===== src/rtl/exec_alu_pkg.sv =====
// Shared encodings for the RV32 execute-stage ALU: control codes, alu_op values,
// branch funct3 values and R-type funct7 values.
package exec_alu_pkg;

    typedef logic [3:0] alu_ctrl_t;

    localparam alu_ctrl_t CTRL_AND    = 4'b0000;
    localparam alu_ctrl_t CTRL_OR     = 4'b0001;
    localparam alu_ctrl_t CTRL_ADD    = 4'b0010;
    localparam alu_ctrl_t CTRL_XOR    = 4'b0011;
    localparam alu_ctrl_t CTRL_SLL    = 4'b0100;
    localparam alu_ctrl_t CTRL_SRL    = 4'b0101;
    localparam alu_ctrl_t CTRL_SUB    = 4'b0110;
    localparam alu_ctrl_t CTRL_SRA    = 4'b0111;
    localparam alu_ctrl_t CTRL_SLT    = 4'b1000;
    localparam alu_ctrl_t CTRL_SLTU   = 4'b1001;
    localparam alu_ctrl_t CTRL_MUL    = 4'b1010;
    localparam alu_ctrl_t CTRL_MULH   = 4'b1011;
    localparam alu_ctrl_t CTRL_MULHSU = 4'b1100;
    localparam alu_ctrl_t CTRL_MULHU  = 4'b1101;
    localparam alu_ctrl_t CTRL_RSVD   = 4'b1110;

    localparam logic [1:0] ALUOP_ADD    = 2'b00;
    localparam logic [1:0] ALUOP_BRANCH = 2'b01;
    localparam logic [1:0] ALUOP_RTYPE  = 2'b10;
    localparam logic [1:0] ALUOP_ITYPE  = 2'b11;

    localparam logic [2:0] F3_BEQ  = 3'b000;
    localparam logic [2:0] F3_BNE  = 3'b001;
    localparam logic [2:0] F3_BLT  = 3'b100;
    localparam logic [2:0] F3_BGE  = 3'b101;
    localparam logic [2:0] F3_BLTU = 3'b110;
    localparam logic [2:0] F3_BGEU = 3'b111;

    localparam logic [6:0] F7_BASE   = 7'b0000000;
    localparam logic [6:0] F7_ALT    = 7'b0100000;
    localparam logic [6:0] F7_MULDIV = 7'b0000001;

    // Base integer-op table shared by R-type funct7=0000000 and I-type arithmetic.
    function automatic alu_ctrl_t base_ctrl(input logic [2:0] f3);
        alu_ctrl_t c;
        case (f3)
            3'b000:  c = CTRL_ADD;
            3'b001:  c = CTRL_SLL;
            3'b010:  c = CTRL_SLT;
            3'b011:  c = CTRL_SLTU;
            3'b100:  c = CTRL_XOR;
            3'b101:  c = CTRL_SRL;
            3'b110:  c = CTRL_OR;
            3'b111:  c = CTRL_AND;
            default: c = CTRL_RSVD;
        endcase
        return c;
    endfunction

endpackage


===== src/rtl/exec_alu_decode.sv =====
// Combinational alu_op/funct3/funct7 -> 4-bit ALU control decode.
// Multiply codes are produced only when EXEC_ALU_MUL_EN is defined.
module exec_alu_decode
    import exec_alu_pkg::*;
(
    input  logic [1:0] alu_op,
    input  logic [2:0] funct3,
    input  logic [6:0] funct7,
    output logic [3:0] ctrl_lines
);

    alu_ctrl_t ctrl_s;

    // Control-code selection from the instruction fields.
    always_comb begin
        ctrl_s = CTRL_RSVD;
        case (alu_op)
            ALUOP_ADD: begin
                ctrl_s = CTRL_ADD;
            end
            ALUOP_BRANCH: begin
                case (funct3)
                    F3_BEQ, F3_BNE:   ctrl_s = CTRL_SUB;
                    F3_BLT, F3_BGE:   ctrl_s = CTRL_SLT;
                    F3_BLTU, F3_BGEU: ctrl_s = CTRL_SLTU;
                    default:          ctrl_s = CTRL_ADD;
                endcase
            end
            ALUOP_RTYPE: begin
                case (funct7)
                    F7_BASE: begin
                        ctrl_s = base_ctrl(funct3);
                    end
                    F7_ALT: begin
                        case (funct3)
                            3'b000:  ctrl_s = CTRL_SUB;
                            3'b101:  ctrl_s = CTRL_SRA;
                            default: ctrl_s = CTRL_RSVD;
                        endcase
                    end
`ifdef EXEC_ALU_MUL_EN
                    F7_MULDIV: begin
                        case (funct3)
                            3'b000:  ctrl_s = CTRL_MUL;
                            3'b001:  ctrl_s = CTRL_MULH;
                            3'b010:  ctrl_s = CTRL_MULHSU;
                            3'b011:  ctrl_s = CTRL_MULHU;
                            default: ctrl_s = CTRL_RSVD;
                        endcase
                    end
`endif
                    default: begin
                        ctrl_s = CTRL_RSVD;
                    end
                endcase
            end
            ALUOP_ITYPE: begin
                // I-type immediates overlap funct7, so only bit 5 matters and only for shifts right.
                case (funct3)
                    3'b000: ctrl_s = CTRL_ADD;
                    3'b101: begin
                        if (funct7[5]) begin
                            ctrl_s = CTRL_SRA;
                        end else begin
                            ctrl_s = CTRL_SRL;
                        end
                    end
                    default: ctrl_s = base_ctrl(funct3);
                endcase
            end
            default: begin
                ctrl_s = CTRL_RSVD;
            end
        endcase
    end

    assign ctrl_lines = ctrl_s;

endmodule


===== src/rtl/exec_alu_unit.sv =====
// RV32 execute-stage ALU with branch compare and PC+imm adder; all outputs registered.
// Define EXEC_ALU_MUL_EN to build the multiplier (MUL/MULH/MULHSU/MULHU and mul_res).
module exec_alu_unit
    import exec_alu_pkg::*;
#(
    parameter int XLEN = 32
) (
    input  logic                clk,
    input  logic                reset,
    input  logic                in_valid,
    input  logic [1:0]          alu_op,
    input  logic [2:0]          funct3,
    input  logic [6:0]          funct7,
    input  logic [XLEN-1:0]     op_a,
    input  logic [XLEN-1:0]     op_b,
    input  logic [XLEN-1:0]     pc,
    input  logic [XLEN-1:0]     imm,
    output logic                out_valid,
    output logic [3:0]          ctrl_lines,
    output logic [XLEN-1:0]     result,
    output logic [2*XLEN-1:0]   mul_res,
    output logic                zero_flag,
    output logic                branch,
    output logic [XLEN-1:0]     pc_imm_sum
);

    alu_ctrl_t              ctrl_s;
    logic [XLEN-1:0]        result_s;
    logic                   branch_s;
    logic                   lt_s;
    logic                   ltu_s;
    logic [4:0]             shamt_s;

    logic                   out_valid_r;
    alu_ctrl_t              ctrl_r;
    logic [XLEN-1:0]        result_r;
    logic                   zero_r;
    logic                   branch_r;
    logic [XLEN-1:0]        pc_imm_sum_r;

    exec_alu_decode u_decode (
        .alu_op     (alu_op),
        .funct3     (funct3),
        .funct7     (funct7),
        .ctrl_lines (ctrl_s)
    );

    assign lt_s    = $signed(op_a) < $signed(op_b);
    assign ltu_s   = op_a < op_b;
    assign shamt_s = op_b[4:0];

`ifdef EXEC_ALU_MUL_EN
    logic [2*XLEN-1:0]      prod_ss_s;
    logic [2*XLEN-1:0]      prod_x_s;
    logic                   mul_a_ext_s;

    // Signed x signed product feeds mul_res and MULH; the second product's op_a
    // extension is chosen per code, and its low half also serves MUL.
    always_comb begin
        mul_a_ext_s = (ctrl_s == CTRL_MULHSU) ? op_a[XLEN-1] : 1'b0;
        prod_ss_s   = {{XLEN{op_a[XLEN-1]}}, op_a} * {{XLEN{op_b[XLEN-1]}}, op_b};
        prod_x_s    = {{XLEN{mul_a_ext_s}}, op_a} * {{XLEN{1'b0}}, op_b};
    end
`endif

    // Result mux over all control codes.
    always_comb begin
        result_s = {XLEN{1'b0}};
        case (ctrl_s)
            CTRL_AND:    result_s = op_a & op_b;
            CTRL_OR:     result_s = op_a | op_b;
            CTRL_ADD:    result_s = op_a + op_b;
            CTRL_XOR:    result_s = op_a ^ op_b;
            CTRL_SLL:    result_s = op_a << shamt_s;
            CTRL_SRL:    result_s = op_a >> shamt_s;
            CTRL_SUB:    result_s = op_a - op_b;
            CTRL_SRA:    result_s = $unsigned($signed(op_a) >>> shamt_s);
            CTRL_SLT:    result_s = {{(XLEN-1){1'b0}}, lt_s};
            CTRL_SLTU:   result_s = {{(XLEN-1){1'b0}}, ltu_s};
`ifdef EXEC_ALU_MUL_EN
            CTRL_MUL:    result_s = prod_x_s[XLEN-1:0];
            CTRL_MULH:   result_s = prod_ss_s[2*XLEN-1:XLEN];
            CTRL_MULHSU: result_s = prod_x_s[2*XLEN-1:XLEN];
            CTRL_MULHU:  result_s = prod_x_s[2*XLEN-1:XLEN];
`endif
            default:     result_s = {XLEN{1'b0}};
        endcase
    end

    // Branch condition, only meaningful for alu_op=01.
    always_comb begin
        branch_s = 1'b0;
        if (alu_op == ALUOP_BRANCH) begin
            case (funct3)
                F3_BEQ:  branch_s = (op_a == op_b);
                F3_BNE:  branch_s = (op_a != op_b);
                F3_BLT:  branch_s = lt_s;
                F3_BGE:  branch_s = ~lt_s;
                F3_BLTU: branch_s = ltu_s;
                F3_BGEU: branch_s = ~ltu_s;
                default: branch_s = 1'b0;
            endcase
        end else begin
            branch_s = 1'b0;
        end
    end

    // Output registers; loaded every edge regardless of in_valid.
    always_ff @(posedge clk or negedge reset) begin
        if (!reset) begin
            out_valid_r  <= 1'b0;
            ctrl_r       <= 4'b0000;
            result_r     <= {XLEN{1'b0}};
            zero_r       <= 1'b0;
            branch_r     <= 1'b0;
            pc_imm_sum_r <= {XLEN{1'b0}};
        end else begin
            out_valid_r  <= in_valid;
            ctrl_r       <= ctrl_s;
            result_r     <= result_s;
            zero_r       <= (result_s == {XLEN{1'b0}});
            branch_r     <= branch_s;
            pc_imm_sum_r <= pc + imm;
        end
    end

`ifdef EXEC_ALU_MUL_EN
    logic [2*XLEN-1:0]      mul_res_r;

    // Full signed product register.
    always_ff @(posedge clk or negedge reset) begin
        if (!reset) begin
            mul_res_r <= {(2*XLEN){1'b0}};
        end else begin
            mul_res_r <= prod_ss_s;
        end
    end

    assign mul_res = mul_res_r;
`else
    assign mul_res = {(2*XLEN){1'b0}};
`endif

    assign out_valid  = out_valid_r;
    assign ctrl_lines = ctrl_r;
    assign result     = result_r;
    assign zero_flag  = zero_r;
    assign branch     = branch_r;
    assign pc_imm_sum = pc_imm_sum_r;

endmodule


===== config.mk =====
export PLATFORM = sky130hd
export DESIGN_NAME = exec_alu_unit
export DESIGN_NICKNAME = d
export VERILOG_FILES = /design/src/rtl/exec_alu_pkg.sv /design/src/rtl/exec_alu_decode.sv /design/src/rtl/exec_alu_unit.sv
export SDC_FILE = /design/constraint.sdc
export NUM_CORES = 1
export LEC_CHECK = 0
export BUFFER_PORTS_ARGS = -buffer_cell sky130_fd_sc_hd__buf_2
export CORE_UTILIZATION = 58
export CTS_CLUSTER_SIZE = 40
export DETAILED_ROUTE_END_ITERATION = 8
export PLACE_DENSITY = 0.95
export SLEW_MARGIN = 20
export SYNTH_ARGS = -nofsm -noshare
export SYNTH_HDL_FRONTEND = slang
export SYNTH_SLANG_ARGS = --single-unit

===== constraint.sdc =====
create_clock -name clk -period 0.8 [get_ports clk]
set_input_delay 0.08 -clock clk [delete_from_list [all_inputs] [get_ports clk]]
set_output_delay 0.08 -clock clk [all_outputs]
set_load 0.05 [all_outputs]

==> impl_metrics.toml, run 1 <==
[floorplan]
initial_utilization = 0.596
num_rows = 55
fp.dieH_um = 155
die_w_um = 155
pin_count = 278

[clock_tree]
clock_sinks = 71
cts_resized = 476
clock_path_buffers = 2
cts_root_buffer = "clkbuf_16"
post_cts_buffers = 114
cts-buffers-inserted = 9
ctsHtreeMaxLevel = 3
holdBufCountCts = 3

[synth]
yosysUniqueCellTypes = 90
async_flop_share = 1.00
synthTopCellsByArea = "dfrtp_1 (13%), ha_1 (12%), mux4_2 (6.1%)"
synth_ff_type = "dfrtp_1"
yosysTopAreaCell = "dfrtp_1"
syn_area_mm2 = 0.0136
syn_inst = 1800
synth_seq_area_share = 0.130
synth_seq_cells = 71
postSynthAreaPerCell_um2 = 7.57
ys_warn_count = 0
synth_edf_count = 0
yosysTopAreaCellShare = 0.130

[placement]
place_ws_ps = -3230
hpwl_mm = 64.6
port-buffer-count = 213
gp_congestion = 1.28

[run_status]
firstError = "[ERROR DPL-0038] Utilization greater than 100%, impossible to legalize"
haltStage = "clock tree synthesis"
outcome = "did not finish"
## kinds of logic after synthesis
kind of cell,after synthesis,synth area share
AO/OA/AOI/OAI,589,0.290
multiplexers,132,0.134
AND/OR/NAND/NOR,525,0.183
buffers and inverters,301,0.107
adder cells (fa/ha/maj),134,0.125
other,1,0.000275
XOR/XNOR,47,0.0302
flip-flops,71,0.130
## per-stage QoR
stage	hold slack, ps	cells	setup TNS, ps	util	cell area (um^2)
after floorplan	-216	1863	-88960	-	14600
after global placement	-12.1	2863	-114080	0.866	19800
after detailed placement	-10.9	2863	-128540	0.866	19800
## Yosys cell counts, types with 16 or more instances
| cell | n |
|---|---|
| a31oi_1 | 21 |
| o211ai_1 | 33 |
| clkbuf_1 | 61 |
| a211o_1 | 16 |
| xnor2_1 | 35 |
| o22ai_1 | 31 |
| mux2_2 | 29 |
| inv_1 | 114 |
| buf_2 | 31 |
| mux4_2 | 37 |
| nand2_1 | 159 |
| mux2i_1 | 66 |
| ha_1 | 131 |
| nand2b_1 | 26 |
| a211oi_1 | 39 |
| a21oi_1 | 138 |
| o21ai_0 | 115 |
| dfrtp_1 | 71 |
| nor3_1 | 38 |
| nand3_1 | 39 |
| nor2_1 | 157 |
| buf_4 | 74 |
| a21o_1 | 39 |
==> run 2: changes to the inputs <==
--- a/config.mk
+++ b/config.mk
@@ -6,10 +6,9 @@
 export NUM_CORES = 1
 export LEC_CHECK = 0
 export BUFFER_PORTS_ARGS = -buffer_cell sky130_fd_sc_hd__buf_2
-export CORE_UTILIZATION = 58
-export CTS_CLUSTER_SIZE = 40
+export CORE_UTILIZATION = 40
 export DETAILED_ROUTE_END_ITERATION = 8
-export PLACE_DENSITY = 0.95
+export PLACE_DENSITY_LB_ADDON = 0.15
 export SLEW_MARGIN = 20
 export SYNTH_ARGS = -nofsm -noshare
 export SYNTH_HDL_FRONTEND = slang
==> run 2 against run 1 <==
Synthesized area unchanged. The flow now finishes, with violations (negative setup slack). Synthesized cell count unchanged.
==> impl_metrics.toml, run 2 <==
[floorplan]
initial_utilization = 0.406
die_area_mm2 = 0.0348
num_rows = 67
fp.dieH_um = 187
core-area_mm2 = 0.0335
pin_count = 278
die_w_um = 187

[global_routing]
grt_start_max_net_pins = 37
grt_antenna_before_repair = 1
grt_pass1_vias = 18400
grt_usage = 0.410
globalRouteOverflowTotal = 0
grt_first_pass_wirelength_mm = 110

[cells_and_area]
final_common_cell = "buf_4"
fin_nets = 3000
drive_above_1_share = 0.531
areaGrowthSynthToFinish_pct = 80.0
insertedDiodeCount = 0
final_cell_mix = "buf_4 (678), buf_6 (190), nand2_1 (143), nor2_1 (142), buf_2 (124)"

[timing]
relSlewSlack = 0.404
max_freq_ghz = 0.290
slew_viol_final = 0
min_period_ps = 3440
worst_slack_ps = -2640
finalSetupViolCount = 138
finalHoldViolCount = 0
hold_slack_ps = 180
worstMarginPinSlew_ps = 894
period_share = 4.30
rsz0062_at_grt = "yes"

[placement]
place_ws_ps = -3360
port-buffer-count = 213
gp_congestion = 1.08
hpwl_mm = 58.5

[synth]
synth_edf_count = 0
yosysUniqueCellTypes = 90
yosys-top-cells-count = "nand2_1 (159), nor2_1 (157), a21oi_1 (138)"
synth_ff_type = "dfrtp_1"
yosysMostFrequentCell = "nand2_1"
yosysTopAreaCell = "dfrtp_1"
syn_inst = 1800
syn_area_mm2 = 0.0136
yosysTopAreaCellShare = 0.130
ys_warn_count = 0
synth_seq_cells = 71
postSynthAreaPerCell_um2 = 7.57
synthTopCellsByArea = "dfrtp_1 (13%), ha_1 (12%), mux4_2 (6.1%)"
synth_seq_area_share = 0.130
async_flop_share = 1.00

[routing]
wl_per_cell_um = 24.0
via_per_inst = 5.93
vias = 18800
drt-initial-drc-count = 1731
routed_wl_mm = 76.2
drtPass1Iterations = 6
drc = 0
ant_nets = 0

[clock_tree]
ctsHtreeMaxLevel = 3
cts_root_buffer = "clkbuf_16"
cts_tree = "yes"
clock_path_buffers = 2
clkTransAtPathRegs_ps = 60
clock_sinks = 71
cts-buffers-inserted = 9

[pwr]
p_leak_uw = 0.0116
peakVddDrop_mv = 1.66
powerDensity_mw_per_mm2 = 1300

[setup_path]
path_class = "input port to flip-flop"
startpoint_type = "input port"
critPathCaptureType = "flip-flop"
crit_start = "funct7[2]"
path_max_fanout = 5
crit_end = "zero_flag$_DFF_PN0_"
worstPathArrival_ps = 3710
required_ps = 1070

[min_path]
hold_path.class = "input port to async pin"

[run_status]
violations = "negative setup slack"
outcome = "complete, but fails checks"

[run]
maxCapViolCount = 0
-- run 2: cell counts after synthesis --
No cell type changed its count.
-- run 2: kinds of logic (layout without fill, tap and decap cells) --
family	after synthesis	count (layout)	share of synthesized area
adder cells (fa/ha/maj)	134	134	0.125
flip-flops	71	71	0.130
buffers and inverters	301	1165	0.107
AO/OA/AOI/OAI	589	589	0.290
multiplexers	132	132	0.134
other	1	64	0.000275
XOR/XNOR	47	47	0.0302
AND/OR/NAND/NOR	525	525	0.183
-- run 2: power by group --
part / internal (uW) / leakage (uW) / total [uW] / switching, uW
combinational: 10200 / 0.0106 / 22900 / 12700
sequential: 4260 / 0.000865 / 4620 / 353
clock: 3020 / 0.000158 / 4480 / 1460
total: 17500 / 0.0116 / 31900 / 14500
-- run 2: worst min-delay path by stage --
stage	from	endpoint	slack, ps	cells after the start
2_1_floorplan	reset	branch$_DFF_PN0_	-220	0
5_1_grt	reset	result[19]$_DFF_PN0_	180	2
4_1_cts	imm[24]	pc_imm_sum[24]$_DFF_PN0_	140	3
3_5_place_dp	reset	pc_imm_sum[26]$_DFF_PN0_	-40	1
3_3_place_gp	reset	pc_imm_sum[31]$_DFF_PN0_	-50	1
6_report	reset	result[25]$_DFF_PN0_	180	2
-- run 2: layout make-up --
type                       instances  area (um^2)
clock inverter                     6          110
multi-input combinational       1491        12800
inverter                         119          519
timing repair buffer            1031         8570
sequential                        71         1780
tap                              448          561
fill                            2560         9000
clock buffer                       9          225
-- run 2: per-layer routing --
layer / global-route usage / routed length (um) / vias up
li1: - / - / 8358
met1: 0.512 / 29600 / 9100
met4: 0.211 / 4630 / 0
met2: 0.680 / 35300 / 1098
met5: 0 / 0 / -
met3: 0.0649 / 6780 / 287
-- run 2: critical path, stage by stage --
cell      delay [ps]
buf_6             90
or4_4            560
or2_4            270
o211ai_1         180
buf_4            170
buf_12           110
buf_4            120
nor2_4            60
nand2_1           90
o311ai_0         240
a21oi_2          220
nand3_2          100
or4_4            560
or4_4            430
nor4b_2          210
and4bb_1         210
-- run 2: through the flow --
stage	setup TNS [ps]	util	std cells	cell area (um^2)	power (uW)
3_3_place_gp	-121300	0.603	3029	20200	22300
6_report	-109520	0.732	3175	24500	31900
2_1_floorplan	-88960	-	1863	14600	14700
5_1_grt	-114030	0.732	3175	24500	33100
3_5_place_dp	-123290	0.603	3029	20200	22500
4_1_cts	-104310	0.682	3101	22900	29700
-- run 2: what timing repair did --
action | CTS | global route
gates resized for setup | 440 | 254
cloned | 0 | 2
setup buffers | 67 | 94
pin swaps | 97 | 119
endpoints found under the hold margin | 73 | 0
hold buffers | 3 | 0
setup endpoints to repair | 138 | 138
Power figures use the tool's default switching activity.
==> run 3: changes to the inputs <==
--- a/config.mk
+++ b/config.mk
@@ -5,6 +5,7 @@
 export SDC_FILE = /design/constraint.sdc
 export NUM_CORES = 1
 export LEC_CHECK = 0
+export ABC_AREA = 1
 export BUFFER_PORTS_ARGS = -buffer_cell sky130_fd_sc_hd__buf_2
 export CORE_UTILIZATION = 40
 export DETAILED_ROUTE_END_ITERATION = 8
==> constraint.sdc (replaced) <==
create_clock -name clk -period 3.27 [get_ports clk]
set_input_delay 0.327 -clock clk [delete_from_list [all_inputs] [get_ports clk]]
set_output_delay 0.327 -clock clk [all_outputs]
set_load 0.05 [all_outputs]
==> run 3 against run 2 <==
Global-route usage down 1.6 points. Non-clock buffer count decreased by 623. Critical path type unchanged. Final cell count is 16% higher. The flow now finishes without violations. Critical path depth grew 4.
==> impl_metrics.toml, run 3 <==
[synth]
synth_ff_type = "dfrtp_1"
synth_seq_cells = 71
postSynthAreaPerCell_um2 = 5.35
synth.area.mux_share = 0
async_flop_share = 1.00
synthSimpleGateAreaFrac = 0.506
synth_seq_area_share = 0.116
synth_edf_count = 0
yosysTopAreaCell = "nand2_1"
ys_warn_count = 0
syn_inst = 2850
yosysUniqueCellTypes = 46
yosys-top-cells-count = "nand2_1 (988), nand3_1 (446), inv_1 (351)"
synthXorXnorAreaFrac = 0.0316
synth-adder-area-share = 0.111
yosysMostFrequentCell = "nand2_1"
synthTopCellsByArea = "nand2_1 (24%), nand3_1 (15%), dfrtp_1 (12%)"
synth_top_family_by_area = "simple AND/OR/NAND/NOR gates"
yosysTopAreaCellShare = 0.243
synth_compound_area_frac = 0.0823
syn_area_mm2 = 0.0153

[pwr]
seq_power_share = 0.174
p_sw_uw = 3310
power.share.combinational = 0.640
powerDensity_mw_per_mm2 = 340
pwr-share-clk = 0.186
p_leak_uw = 0.0107
swShare = 0.535
total_power_uw = 6190
peakVddDrop_mv = 0.249
p_int_uw = 2880

[placement]
gp_congestion = 1.09
dp.cells = 3659
port-buffer-count = 213
hpwl_mm = 64.6

[routing]
wl_per_cell_um = 21.2
ant_nets = 0
top_layer = "met4"
drt-initial-drc-count = 1933
routed_wl_mm = 77.8
wl_met2_mm = 34.1
wl_met1_mm = 33.0
wl_met3_mm = 7.04
drc = 0
via_per_inst = 5.48
drtPass1Iterations = 6
vias = 20100

[floorplan]
die_w_um = 197
core-area_mm2 = 0.0376
num_rows = 71
initial_utilization = 0.406
fp.dieH_um = 197
die_area_mm2 = 0.0389
pin_count = 278

[clock_tree]
clock_path_buffers = 2
ctsHtreeMaxLevel = 3
clkTransAtPathRegs_ps = 70
cts_root_buffer = "clkbuf_16"
post_cts_buffers = 0
cts-buffers-inserted = 9
cts_tree = "yes"
clock_sinks = 71

[min_path]
hold_path.class = "input port to flip-flop"

[global_routing]
grt_first_pass_wirelength_mm = 113
globalRouteOverflowTotal = 0
grt_usage = 0.393
grt_start_max_net_pins = 72
grt_pass1_vias = 18800
grt_antenna_before_repair = 1

[cells_and_area]
finalNonFillerCells = 3676
fill_cells = 4195
fin_nets = 3436
final_cell_mix = "nand2_1 (987), nand3_1 (446), inv_1 (347), nor2_1 (296), buf_2 (212)"
areaGrowthSynthToFinish_pct = 19.3
final_common_cell = "nand2_1"
drive_above_1_share = 0.145

[setup_path]
path_class = "input port to flip-flop"
startpoint_type = "input port"
required_ps = 3570
critPathCaptureType = "flip-flop"
worstPathArrival_ps = 3490
path_max_fanout = 5

[timing]
slew_viol_final = 0
worstMarginPinSlew_ps = 989
max_freq_ghz = 0.314
finalHoldViolCount = 0
finalSetupViolCount = 0
relSlewSlack = 0.341
min_period_ps = 3190
rsz0062_at_grt = "no"
period_share = 0.975

[run_status]
outcome = "finished clean"

[run]
maxCapViolCount = 0
run 3: cell types whose count changed in the layout (fill, tap and decap cells not counted), sizes merged, moves of 37 or more:
| cell | change |
|---|---|
| nand2 | +833 |
| buf | -617 |
| nand3 | +409 |
| inv | +244 |
| nor2 | +149 |
| mux2i | -66 |
| a21oi | -47 |
| a211oi | -39 |
| a21o | -38 |
| mux4 | -37 |
run 3: worst max-delay path, cell delays in order:
cell	delay, ps
buf_2	170
inv_1	130
ha_1	420
inv_1	210
nand2_1	130
inv_1	90
nand2_1	90
nor2_1	270
nand2_1	160
inv_1	90
nand2_1	90
nand3_1	110
nand2_1	170
a21oi_4	230
nand2_1	130
nor2_1	120
nand2_1	90
nor2_1	210
nand2_1	140
nor2_1	120
run 3: cells by family (layout without fill, tap and decap cells):
group	count (synthesis)	in the layout
adder cells (fa/ha/maj)	134	134
flip-flops	71	71
AO/OA/AOI/OAI	229	229
other	1	65
buffers and inverters	529	780
XOR/XNOR	55	55
AND/OR/NAND/NOR	1831	1831
run 3: what timing repair did:
action                     4_1_cts  5_1_grt
hold buffers                     0        0
setup endpoints to repair        1        1
hold endpoints to repair         0        0
gates resized for setup          1        6
gates cloned                     0        0
run 3: cell type report:
type	count	area (um^2)	area share
antenna	1	2.50	0.000137
clock buffer	12	256	0.0141
clock inverter	4	76.3	0.00419
inverter	356	1340	0.0734
multi-input combinational	2313	11400	0.628
sequential	71	1780	0.0975
tap	511	639	0.0351
timing repair buffer	408	2700	0.148
run 3: metrics by stage:
stage / setup TNS, ps / util / setup WS (ps) / hold WS, ps / cell area [um^2]
after floorplan: 0 / - / 264 / 31.4 / 15500
after global placement: -493 / 0.475 / -491 / 439 / 17900
after detailed placement: -479 / 0.475 / -479 / 445 / 17900
after CTS: 0 / 0.484 / 8.19 / 57.2 / 18200
after global routing: 0 / 0.485 / 25.7 / 74.6 / 18200
final: 0 / 0.485 / 81.7 / 85.2 / 18200
run 3: path summary, 6_finish.rpt:
| check | startpoint | end | cells after the start |
|---|---|---|---|
| max | op_a[24] | zero_flag$_DFF_PN0_ | 20 |
| min | in_valid | out_valid$_DFF_PN0_ | 1 |
| min in group asynchronous | reset | result[6]$_DFF_PN0_ | 1 |
| max in group asynchronous | reset | result[28]$_DFF_PN0_ | 1 |
run 3: power groups by stage:
stage	sequential [uW]	clock (uW)	combinational, uW
final	1080	1150	3960
after global routing	1090	1200	4230
after CTS	1080	1190	3870
after detailed placement	1100	0	3860
after global placement	1090	0	3850
after floorplan	1690	0	1880
run 3: per-layer routing:
metal	track usage	vias up
met5	0	-
met4	0.177	0
met3	0.0541	168
met2	0.623	1108
met1	0.528	9339
li1	-	9522
